File: src/rtl/sc_poly_sequencer.sv
// sc_poly_sequencer: drives LFSR-derived stochastic streams into a Bernstein polynomial evaluator
// and counts the ones on the returned z stream.
module sc_poly_sequencer #(
  parameter int         LEN     = 255,
  parameter logic [7:0] SEED_X0 = 8'h01,
  parameter logic [7:0] SEED_X1 = 8'h5A,
  parameter logic [7:0] SEED_X2 = 8'hC3,
  parameter logic [15:0] SEED_R = 16'hACE1
) (
  input  logic        clk,
  input  logic        rst_n,
  input  logic        start,
  input  logic        abort,
  input  logic [7:0]  x_val,
  output logic        busy,
  output logic [2:0]  poly_x,
  output logic [5:0]  poly_r,
  input  logic        poly_z,
  output logic [15:0] result,
  output logic        done
);
  typedef enum logic [1:0] {IDLE, RUN, DRAIN, DONE} state_t;
  localparam logic [15:0] LAST = 16'(LEN - 1);
  state_t state_q, state_d;
  logic [7:0]  x_lat_q, lx0_q, lx1_q, lx2_q;
  logic [15:0] lr_q, cnt_q, ones_q, result_q;
  logic [2:0]  px_q;
  logic [5:0]  pr_q;
  logic        done_q, load, step, capture;
  always_comb begin
    state_d = state_q;
    unique case (state_q)
      IDLE:    state_d = (start && !abort) ? RUN : IDLE;
      RUN:     state_d = abort ? IDLE : (cnt_q == LAST) ? DRAIN : RUN;
      DRAIN:   state_d = abort ? IDLE : DONE;
      default: state_d = IDLE;
    endcase
  end
  assign load    = (state_q == IDLE) && (state_d == RUN);
  assign step    = (state_q == RUN) && !abort;
  // z reflects the sample registered on the previous edge, so capture lags drive by one cycle
  assign capture = ((state_q == RUN) && (cnt_q != 16'd0)) || (state_q == DRAIN);
  always_ff @(posedge clk or negedge rst_n) begin
    if (!rst_n) begin
      state_q  <= IDLE;
      x_lat_q  <= 8'd0;
      lx0_q    <= SEED_X0;
      lx1_q    <= SEED_X1;
      lx2_q    <= SEED_X2;
      lr_q     <= SEED_R;
      cnt_q    <= 16'd0;
      ones_q   <= 16'd0;
      result_q <= 16'd0;
      px_q     <= 3'd0;
      pr_q     <= 6'd0;
      done_q   <= 1'b0;
    end else begin
      state_q <= state_d;
      done_q  <= (state_q == DONE);
      if (state_q == DONE) result_q <= ones_q;
      if (capture) ones_q <= ones_q + {15'd0, poly_z};
      if (load) begin
        x_lat_q <= x_val;
        lx0_q   <= SEED_X0;
        lx1_q   <= SEED_X1;
        lx2_q   <= SEED_X2;
        lr_q    <= SEED_R;
        cnt_q   <= 16'd0;
        ones_q  <= 16'd0;
      end
      if (step) begin
        px_q  <= {lx2_q <= x_lat_q, lx1_q <= x_lat_q, lx0_q <= x_lat_q};
        pr_q  <= {lr_q[15], lr_q[12], lr_q[9], lr_q[6], lr_q[3], lr_q[0]};
        lx0_q <= {lx0_q[6:0], lx0_q[7] ^ lx0_q[5] ^ lx0_q[4] ^ lx0_q[3]};
        lx1_q <= {lx1_q[6:0], lx1_q[7] ^ lx1_q[5] ^ lx1_q[4] ^ lx1_q[3]};
        lx2_q <= {lx2_q[6:0], lx2_q[7] ^ lx2_q[5] ^ lx2_q[4] ^ lx2_q[3]};
        lr_q  <= {lr_q[14:0], lr_q[15] ^ lr_q[13] ^ lr_q[12] ^ lr_q[10]};
        cnt_q <= cnt_q + 16'd1;
      end else begin
        px_q <= 3'd0;
        pr_q <= 6'd0;
      end
    end
  end
  assign busy   = (state_q != IDLE);
  assign poly_x = px_q;
  assign poly_r = pr_q;
  assign result = result_q;
  assign done   = done_q;
endmodule
File: config.mk
export PLATFORM = sky130hd
export DESIGN_NAME = sc_poly_sequencer
export DESIGN_NICKNAME = d
export VERILOG_FILES = /design/src/rtl/sc_poly_sequencer.sv
export SDC_FILE = /design/constraint.sdc
export NUM_CORES = 1
export LEC_CHECK = 0
export CAP_MARGIN = 10
export CORE_ASPECT_RATIO = 1.4
export CORE_UTILIZATION = 58
export DETAILED_ROUTE_END_ITERATION = 8
export PLACE_DENSITY = 0.84
export RECOVER_POWER = 50
export SLEW_MARGIN = 40
export SYNTH_ARGS = -nofsm -noshare
export SYNTH_HDL_FRONTEND = slang
export SYNTH_SLANG_ARGS = --single-unit
File: constraint.sdc
create_clock -name clk -period 2.26 [get_ports clk]
set_input_delay 0.226 -clock clk [delete_from_list [all_inputs] [get_ports clk]]
set_output_delay 0.226 -clock clk [all_outputs]
set_load 0.02 [all_outputs]
# Word level (Yosys, flattened, before mapping)
# Index checks and enable logic that the tools add are counted.
classes:
  n_bitwise: 12
  eq_ne: 5
  n_mux: 19
  n_reduce_logical: 11
  n_lt_le_gt_ge: 3
  add_sub_neg: 2
ops:
  columns: ["operator", "n"]
  rows:
  - ["2-to-1 mux 16 bit", 6]
  - ["2-to-1 mux 8 bit", 6]
  - ["<= comparator 8 bit", 3]
  - ["adder 16 x 1 -> 16 bit", 1]
  - ["adder 16 x 1 -> 16 bit, second input constant", 1]
  - ["== test 16 x 8 -> 1 bit, second input constant", 1]
  - ["nonzero test 16 bit", 1]
  - ["bitwise XOR 1 bit", 12]
  - ["2-to-1 mux 2 bit", 3]
  - ["2-to-1 mux 6 bit", 1]
  - ["case mux 2 bit (3 select lines)", 1]
  - ["nonzero test 2 bit", 3]
  - ["== test 2 x 1 -> 1 bit, second input constant", 2]
  - ["== test 2 bit, second input constant", 2]
  - ["logical AND 1 bit", 4]
  - ["2-to-1 mux 3 bit", 1]
  - ["logical NOT 2 bit", 1]
  - ["logical NOT 1 bit", 1]
  - ["logical OR 1 bit", 1]
  - ["2-to-1 mux 1 bit", 1]
word_totals:
  reg_bits: 108
  out_inout_bits: 27
  wordCells: 64

# Logic depth before layout (Yosys ltp)
# Gate-level depths: netlist of the first run.
depth:
  word_depth: 8
  depth_mapped: 8
  depth_no_buf: 7

# Worst setup path before layout of the first run
# Ideal clock, no wire load.
synth_timing:
  kind: "register to register"
  startpoint: "register cnt_q[0]"
  endpoint: "register ones_q[14]"
  required_ns: 2.183
  synth_period_minus_slack_ns: 1.862
  n_path_buf: 1
  path_stages_with_launch: 9
  arrival_ns: 1.785
  path_slack_ns: 0.398
  setup_time_ns: 0.077
  cell_sequence: "dfrtp_1 inv_1 ha_1 nor4b_2 a41oi_4 o21ai_4 buf_6 or3_1 a21oi_1"
synth_via:
  elab_chain_cells: 7
  word_cells_on_any_way: 11
  cone_classes: "eq/ne: 2; mux: 4; reduce/logical: 5"
synth_lines:
  columns: ["element", "line_no", "source"]
  rows:
  - ["from (decl)", "26", "logic [15:0] lr_q, cnt_q, ones_q, result_q;"]
  - ["from (signal assigned)", "78", "cnt_q <= cnt_q + 16'd1;"]
  - ["== test 16 x 8 -> 1 bit", "34", "RUN: state_d = abort ? IDLE : (cnt_q == LAST) ? DRAIN : RUN;"]
  - ["2-to-1 mux 2 bit (2 in series)", "34", null]
  - ["case mux 2 bit (3 select lines)", "32", "unique case (state_q)"]
  - ["== test 2 x 1 -> 1 bit", "39", "assign load = (state_q == IDLE) && (state_d == RUN);"]
  - ["logical AND 1 bit", "39", null]
  - ["2-to-1 mux 16 bit / nonzero test 2 bit (equally long branches)", null, null]
  - ["to (signal assigned)", "61", "if (capture) ones_q <= ones_q + {15'd0, poly_z};"]
  - ["to (decl)", "26", null]
# Parallel ways exist; a longest one is shown, timed or not.
# A chain may end at the register's enable or synchronous reset.

# Worst setup path after layout of the first run
layout_timing:
  startpoint: "register cnt_q[0]"
  endpoint: "register ones_q[12]"
# Same word-level chain as after synthesis.

==> impl_metrics.json, run 1 <==
{
  "tightest_slew_ns": 0.9774,
  "worstPathArrival_ns": 2.30,
  "worstSkewPairLatency_ns": 0.35,
  "h-tree-depth": 3,
  "grt_start_max_net_pins": 45,
  "post_cts_buffers": 0,
  "layout_common_cells": "dfrtp_1 (91), clkdlybuf4s50_1 (33), nand2_1 (31)",
  "route.antenna.remaining_nets": 0,
  "cts_root_buffer": "clkbuf_16",
  "clockBufferDepth": 2,
  "p_per_area_nw_per_um2": 797.8,
  "syn_nets": 497,
  "port_buffers": 39,
  "synthArstFlopShare_pct": 100.0,
  "synth_cell_types": 50,
  "firstDrtPassIters": 4,
  "peakVddDrop_mv": 0.4706,
  "crit_path_max_fanout": 12,
  "start_util_pct": 59.97,
  "cts_resized": 0,
  "crit_path_top_delay_cell": "dfrtp_1",
  "rsz0062_at_grt": "false",
  "final_common_cell": "dfrtp_1",
  "hp-class": "in -> reg",
  "yosys_warnings": 0,
  "drcViolationCount": 0,
  "grt_pass1_vias": 3687,
  "synth-edff-count": 0,
  "grt_overflow": 0,
  "cts_buffers": 9,
  "cp_top_family": "compound AO/OA/AOI/OAI gates",
  "grt_usage_pct": 24.59,
  "fin_nets": 534,
  "utilization_pct": 69.10,
  "dp_hpwl_mm": 7.018,
  "syn_area_um2": 5162,
  "netlist_instances": 455,
  "finalSetupViolCount": 0,
  "routed_wl_mm": 10.14,
  "yosys_most_used_dff": "dfrtp_1",
  "drive_gt1_share_pct": 14.08,
  "critPathMaxStageDelay_ns": 0.40,
  "die_w_um": 81.74,
  "cp_num_buf_inv": 1,
  "slew_viol_final": 0,
  "synth-seq-cells": 108,
  "clock-skew-final_ns": 0.009728,
  "ctsHoldBuffers": 1,
  "power_leakage_nw": 2.717,
  "required_ns": 2.53,
  "clk_pin_slew_ns": 0.07,
  "end_kind": "register",
  "fin_total_pwr_mw": 4.745,
  "crit_chain": "inv_1 -> ha_1 -> nor4b_2 -> a41oi_4 -> o21ai_4 -> or3_1 -> a21oi_1",
  "period_share_pct": 89.77,
  "min_period_ns": 2.029,
  "hold_viol": 0,
  "status": "finished, final reports clean",
  "drv_cap": 0,
  "place.gp.congestion": 0.8750,
  "start_kind": "register",
  "die_area_um2": 9288,
  "routed_via_density": 5.995,
  "io_pins": 40,
  "vias": 3609,
  "core-area_um2": 8608,
  "grt_pass1_wl_mm": 17.35,
  "cts.sinks": 108,
  "area_growth_pct": 15.22,
  "rows": 40,
  "synth.yosys.seq_area_share_pct": 52.76,
  "die_h_um": 113.6,
  "drt_iter0_drc": 200,
  "antenna_cells": 0,
  "timing.setup.critical_path_class": "reg -> reg",
  "wire_per_inst_um": 16.84,
  "tritoncts": "built",
  "relSlewSlack_pct": 34.84,
  "grt_antenna_before_repair": 0,
  "syn_area_per_cell_um2": 11.35,
  "fmax_ghz": 0.4929
}
[flip-flops by register name, indices dropped and copies added (netlist names)]
name and cells:
cnt_q 16, done 1, lr_q 16, lx0_q 8, lx1_q 8, lx2_q 8, ones_q 16, poly_r 6
poly_x 3, result 16, state_q 2, x_lat_q 8
[metal layers]
metal | GRT usage (%) | vias up | part of all wire (%)
met1 | 31.09 | 1788 | 43
met5 | 0 | - | 0
li1 | - | 1721 | -
met2 | 40.94 | 81 | 52
met4 | 10.29 | 0 | 2.1
met3 | 4.400 | 19 | 3.3
[area by class of cell]
class,count,area [µm²]
inverters,16,60.06
repair buffers,48,452.9
flip-flops and latches,108,2724
clock inverters,4,50.05
well taps,105,131.4
multi-input cells,309,2283
fillers,623,2660
clock buffers,12,246.5
[worst reg2reg max path: cells and delay by family, from the launching register on]
kind | cells | cell delay, ns
simple gates | 2 | 0.54
flops | 1 | 0.40
compound gates | 3 | 0.71
fa+ha+maj | 1 | 0.21
buf+inv | 1 | 0.10
[report_power, final]
part	leakage [nW]	internal (mW)	total [mW]	switching, mW
clock	0.139	0.888	1.55	0.661
sequential	1.41	2.18	2.33	0.156
combinational	1.16	0.402	0.864	0.462
total	2.72	3.47	4.75	1.28
[path summary, 6_finish.rpt]
check                              start  cells past startpoint  slack [ns]    endpoint
worst max-delay path            cnt_q[0]                      7        0.23  ones_q[12]
worst min-delay path            x_val[0]                      3        0.41  x_lat_q[0]
worst max register to register  cnt_q[0]                      7        0.23  ones_q[12]
worst min register to register   lr_q[1]                      1        0.48     lr_q[1]
max in group asynchronous          rst_n                      3        0.46   cnt_q[15]
min in group asynchronous          rst_n                      2        0.58    lx1_q[0]
[stage by stage]
step                setup TNS [ns]  cell area [µm²]  setup slack (ns)  hold slack (ns)  std cells
finish                           0             5948            0.2312           0.4098        602
global route                     0             5948           0.07681           0.4400        602
CTS                              0             5966            0.2329           0.4056        602
detailed placement               0             5659            0.1100           0.2391        585
global placement           -0.1996             5654          -0.06658           0.2333        585
floorplan                        0             5162            0.3976         -0.06959        455
[logic make-up (layout without fill, tap and decap cells)]
logic type / after synthesis / count (layout) / share of synthesized area (%)
AOI/OAI and AO/OA: 119 / 119 / 16.38
xor gates and xnor gates: 19 / 19 / 3.223
adders and majority gates: 29 / 29 / 7.029
buffers and inverters: 38 / 80 / 3.369
DFF: 108 / 108 / 52.76
muxes: 18 / 18 / 3.854
and+or+nand+nor: 124 / 124 / 13.38
[cells in the mapped netlist, types with 2 or more instances]
master	n	area, µm²
xor2_1	6	52.55
a31oi_1	2	12.51
buf_6	2	22.52
and4_1	2	17.52
nand4_1	15	93.84
nor3_1	2	10.01
dfstp_2	17	446.7
a22o_1	19	166.4
nand3_1	11	55.05
o2111ai_1	3	26.28
nor2b_1	8	50.05
nand2_1	31	116.4
o22ai_1	5	31.28
clkbuf_1	9	33.78
a22oi_1	2	15.01
nand2b_1	5	31.28
dfrtp_1	91	2277
o31ai_1	5	37.54
inv_1	16	60.06
xnor2_1	13	113.9
mux2_2	15	168.9
or3_1	4	25.02
o22a_1	13	113.9
o211ai_1	7	52.55
o21ai_4	2	32.53
a21oi_1	20	100.1
ha_1	29	362.9
buf_2	9	45.04
or4_1	2	15.01
o311a_1	3	30.03
o21ai_0	30	150.1
nor2_1	20	75.07
mux2i_1	3	30.03
and2_1	8	50.05
a21o_1	6	45.04
nor4_2	2	25.02
and3_1	5	31.28
Note: power is estimated with default switching activity, not from simulation.
==> inputs of run 2 (changes only) <==
--- a/config.mk
+++ b/config.mk
@@ -11,6 +11,7 @@
 export DETAILED_ROUTE_END_ITERATION = 8
 export PLACE_DENSITY = 0.84
 export RECOVER_POWER = 50
+export SKIP_LAST_GASP = 1
 export SLEW_MARGIN = 40
 export SYNTH_ARGS = -nofsm -noshare
 export SYNTH_HDL_FRONTEND = slang
==> results of run 2 <==
Final layout, timing and power as in run 1 (identical DEF).
==> inputs of run 3 (changes only) <==
--- a/config.mk
+++ b/config.mk
@@ -7,9 +7,9 @@
 export LEC_CHECK = 0
 export CAP_MARGIN = 10
 export CORE_ASPECT_RATIO = 1.4
-export CORE_UTILIZATION = 58
+export CORE_UTILIZATION = 50
 export DETAILED_ROUTE_END_ITERATION = 8
-export PLACE_DENSITY = 0.84
+export PLACE_DENSITY = 0.75
 export RECOVER_POWER = 50
 export SKIP_LAST_GASP = 1
 export SLEW_MARGIN = 40
==> run 3 against run 2 <==
Effect of this change:
- core utilization is 8.5 points lower
- clock skew shrank 0.0053 ns
- critical endpoint is now ones_q[8]
- global-route usage shrank 2.7 points
- clock-buffer cell count stayed put
- first-iteration DRC count down 1.5%
- sequential power is essentially flat
- final cell count is 5.5% higher
- sequential share of layout area fell by 0.66 points
- non-clock buffer count increased by 3
- combinational power up 2%
- wire length grew 4.1%
- worst hold slack got worse by 0.00085 ns
==> impl_metrics.json, run 3 (synthesis gave the netlist of run 1 again) <==
{
  "status": "finished, final reports clean",
  "firstDrtPassIters": 4,
  "port_buffers": 39,
  "relSlewSlack_pct": 39.98,
  "routed_wl_mm": 10.56,
  "grt_usage_pct": 21.88,
  "fin_nets": 537,
  "clk_pin_slew_ns": 0.07,
  "grt_pass1_vias": 3788,
  "cts_buffers": 9,
  "min_to": "x_lat_q[0]",
  "antenna_cells": 0,
  "nFillCells": 802,
  "tns_ns": 0,
  "grt_start_max_net_pins": 40,
  "rsz0062_at_grt": "false",
  "grt_overflow": 0,
  "timing.setup.critical_path_class": "reg -> reg",
  "slew_viol_final": 0,
  "cts_root_buffer": "clkbuf_16",
  "core-area_um2": 9953,
  "drive_gt1_share_pct": 14.40,
  "routed_via_density": 5.813,
  "worstSkewPairLatency_ns": 0.35,
  "drv_cap": 0,
  "p_per_area_nw_per_um2": 804.7,
  "area_growth_pct": 16.89,
  "clockBufferDepth": 2,
  "peakVddDrop_mv": 0.4093,
  "finalSetupViolCount": 0,
  "die_h_um": 122.2,
  "power_leakage_nw": 2.765,
  "h-tree-depth": 3,
  "layout_common_cells": "dfrtp_1 (91), nand2_1 (31), o21ai_0 (30)",
  "holdCritStartpoint": "x_val[0]",
  "hold_viol": 0,
  "clock-skew-final_ns": 0.004420,
  "reg2reg_depth": 7,
  "place.gp.congestion": 0.8392,
  "fin_total_pwr_mw": 4.856,
  "drt_iter0_drc": 197,
  "required_ns": 2.53,
  "wire_per_inst_um": 16.62,
  "rr_endpoint": "ones_q[8]",
  "multi_input_area_um2": 2278,
  "tritoncts": "built",
  "tightest_slew_ns": 0.9004,
  "route.antenna.remaining_nets": 0,
  "drcViolationCount": 0,
  "ff2ff_setup_slack_ns": 0.25,
  "final_common_cell": "dfrtp_1",
  "die_w_um": 87.88,
  "grt_antenna_before_repair": 0,
  "start_util_pct": 51.87,
  "die_area_um2": 10740,
  "grt_pass1_wl_mm": 17.91,
  "end_kind": "register",
  "min_period_ns": 2.006,
  "regToRegStartpoint": "cnt_q[1]",
  "period_share_pct": 88.75,
  "cts_resized": 0,
  "regArea_um2": 2724,
  "cts.sinks": 108,
  "dp_hpwl_mm": 7.333,
  "start_kind": "register",
  "rows": 43,
  "hp-class": "in -> reg",
  "holdPathStages": 3,
  "vias": 3691,
  "fmax_ghz": 0.4985,
  "crit_path_max_fanout": 12,
  "worstPathArrival_ns": 2.28,
  "io_pins": 40
}
run 3: worst max path at each step:
| stage | slack [ns] | startpoint | endpoint | cells after the start |
|---|---|---|---|---|
| after floorplan | 0.40 | cnt_q[0] | ones_q[14] | 8 |
| after global placement | 0.35 | abort | lr_q[1] | 6 |
| after detailed placement | 0.27 | abort | lr_q[4] | 6 |
| after CTS | 0.27 | cnt_q[1] | ones_q[8] | 7 |
| after global routing | 0.15 | rst_n | cnt_q[15] | 3 |
| final | 0.25 | cnt_q[1] | ones_q[8] | 7 |
run 3: critical path, cell delays in order, from the launching register on:
cell and delay (ns):
dfrtp_1 0.42, inv_1 0.09, ha_1 0.19, nor4b_2 0.17, a41oi_4 0.39, o21ai_4 0.15, or3_1 0.36, a21oi_1 0.15
run 3: layer usage:
metal / routed length, µm / part of all wire, % / vias to the layer above / GRT usage, %
li1: - / - / 1730 / -
met1: 4463 / 42 / 1873 / 26.10
met2: 5514 / 52 / 67 / 37.60
met3: 347 / 3.3 / 21 / 5.044
met4: 231 / 2.2 / 0 / 9.119
met5: 0 / 0 / - / 0
run 3: repair_timing:
action                     CTS  global route
hold buffers                 1             0
setup endpoints to repair    0             0
setup buffers                0             0
hold endpoints to repair    26             0
run 3: where the power goes:
part           internal, mW  switching [mW]
clock network         0.929           0.708
logic                 0.409           0.475
registers              2.18           0.160
run 3: layout make-up:
| cell class | count | area share, % |
|---|---|---|
| flip-flops and latches | 108 | 45.14 |
| multi-input cells | 309 | 37.76 |
| repair buffers | 51 | 8.128 |
| clock buffers | 12 | 4.250 |
| well taps | 135 | 2.799 |
| inverters | 16 | 0.9952 |
| clock inverters | 4 | 0.9330 |
run 3: stage by stage:
step	cell area, µm²	setup slack [ns]	cells	utilization [%]	hold slack, ns
finish	6035	0.2542	635	60.63	0.4089
global route	6035	0.1539	635	60.63	0.4296
CTS	6050	0.2657	635	60.78	0.3843
detailed placement	5727	0.2686	618	57.54	0.2143
global placement	5727	0.3464	618	57.54	0.2142
floorplan	5162	0.3976	455	-	-0.06959
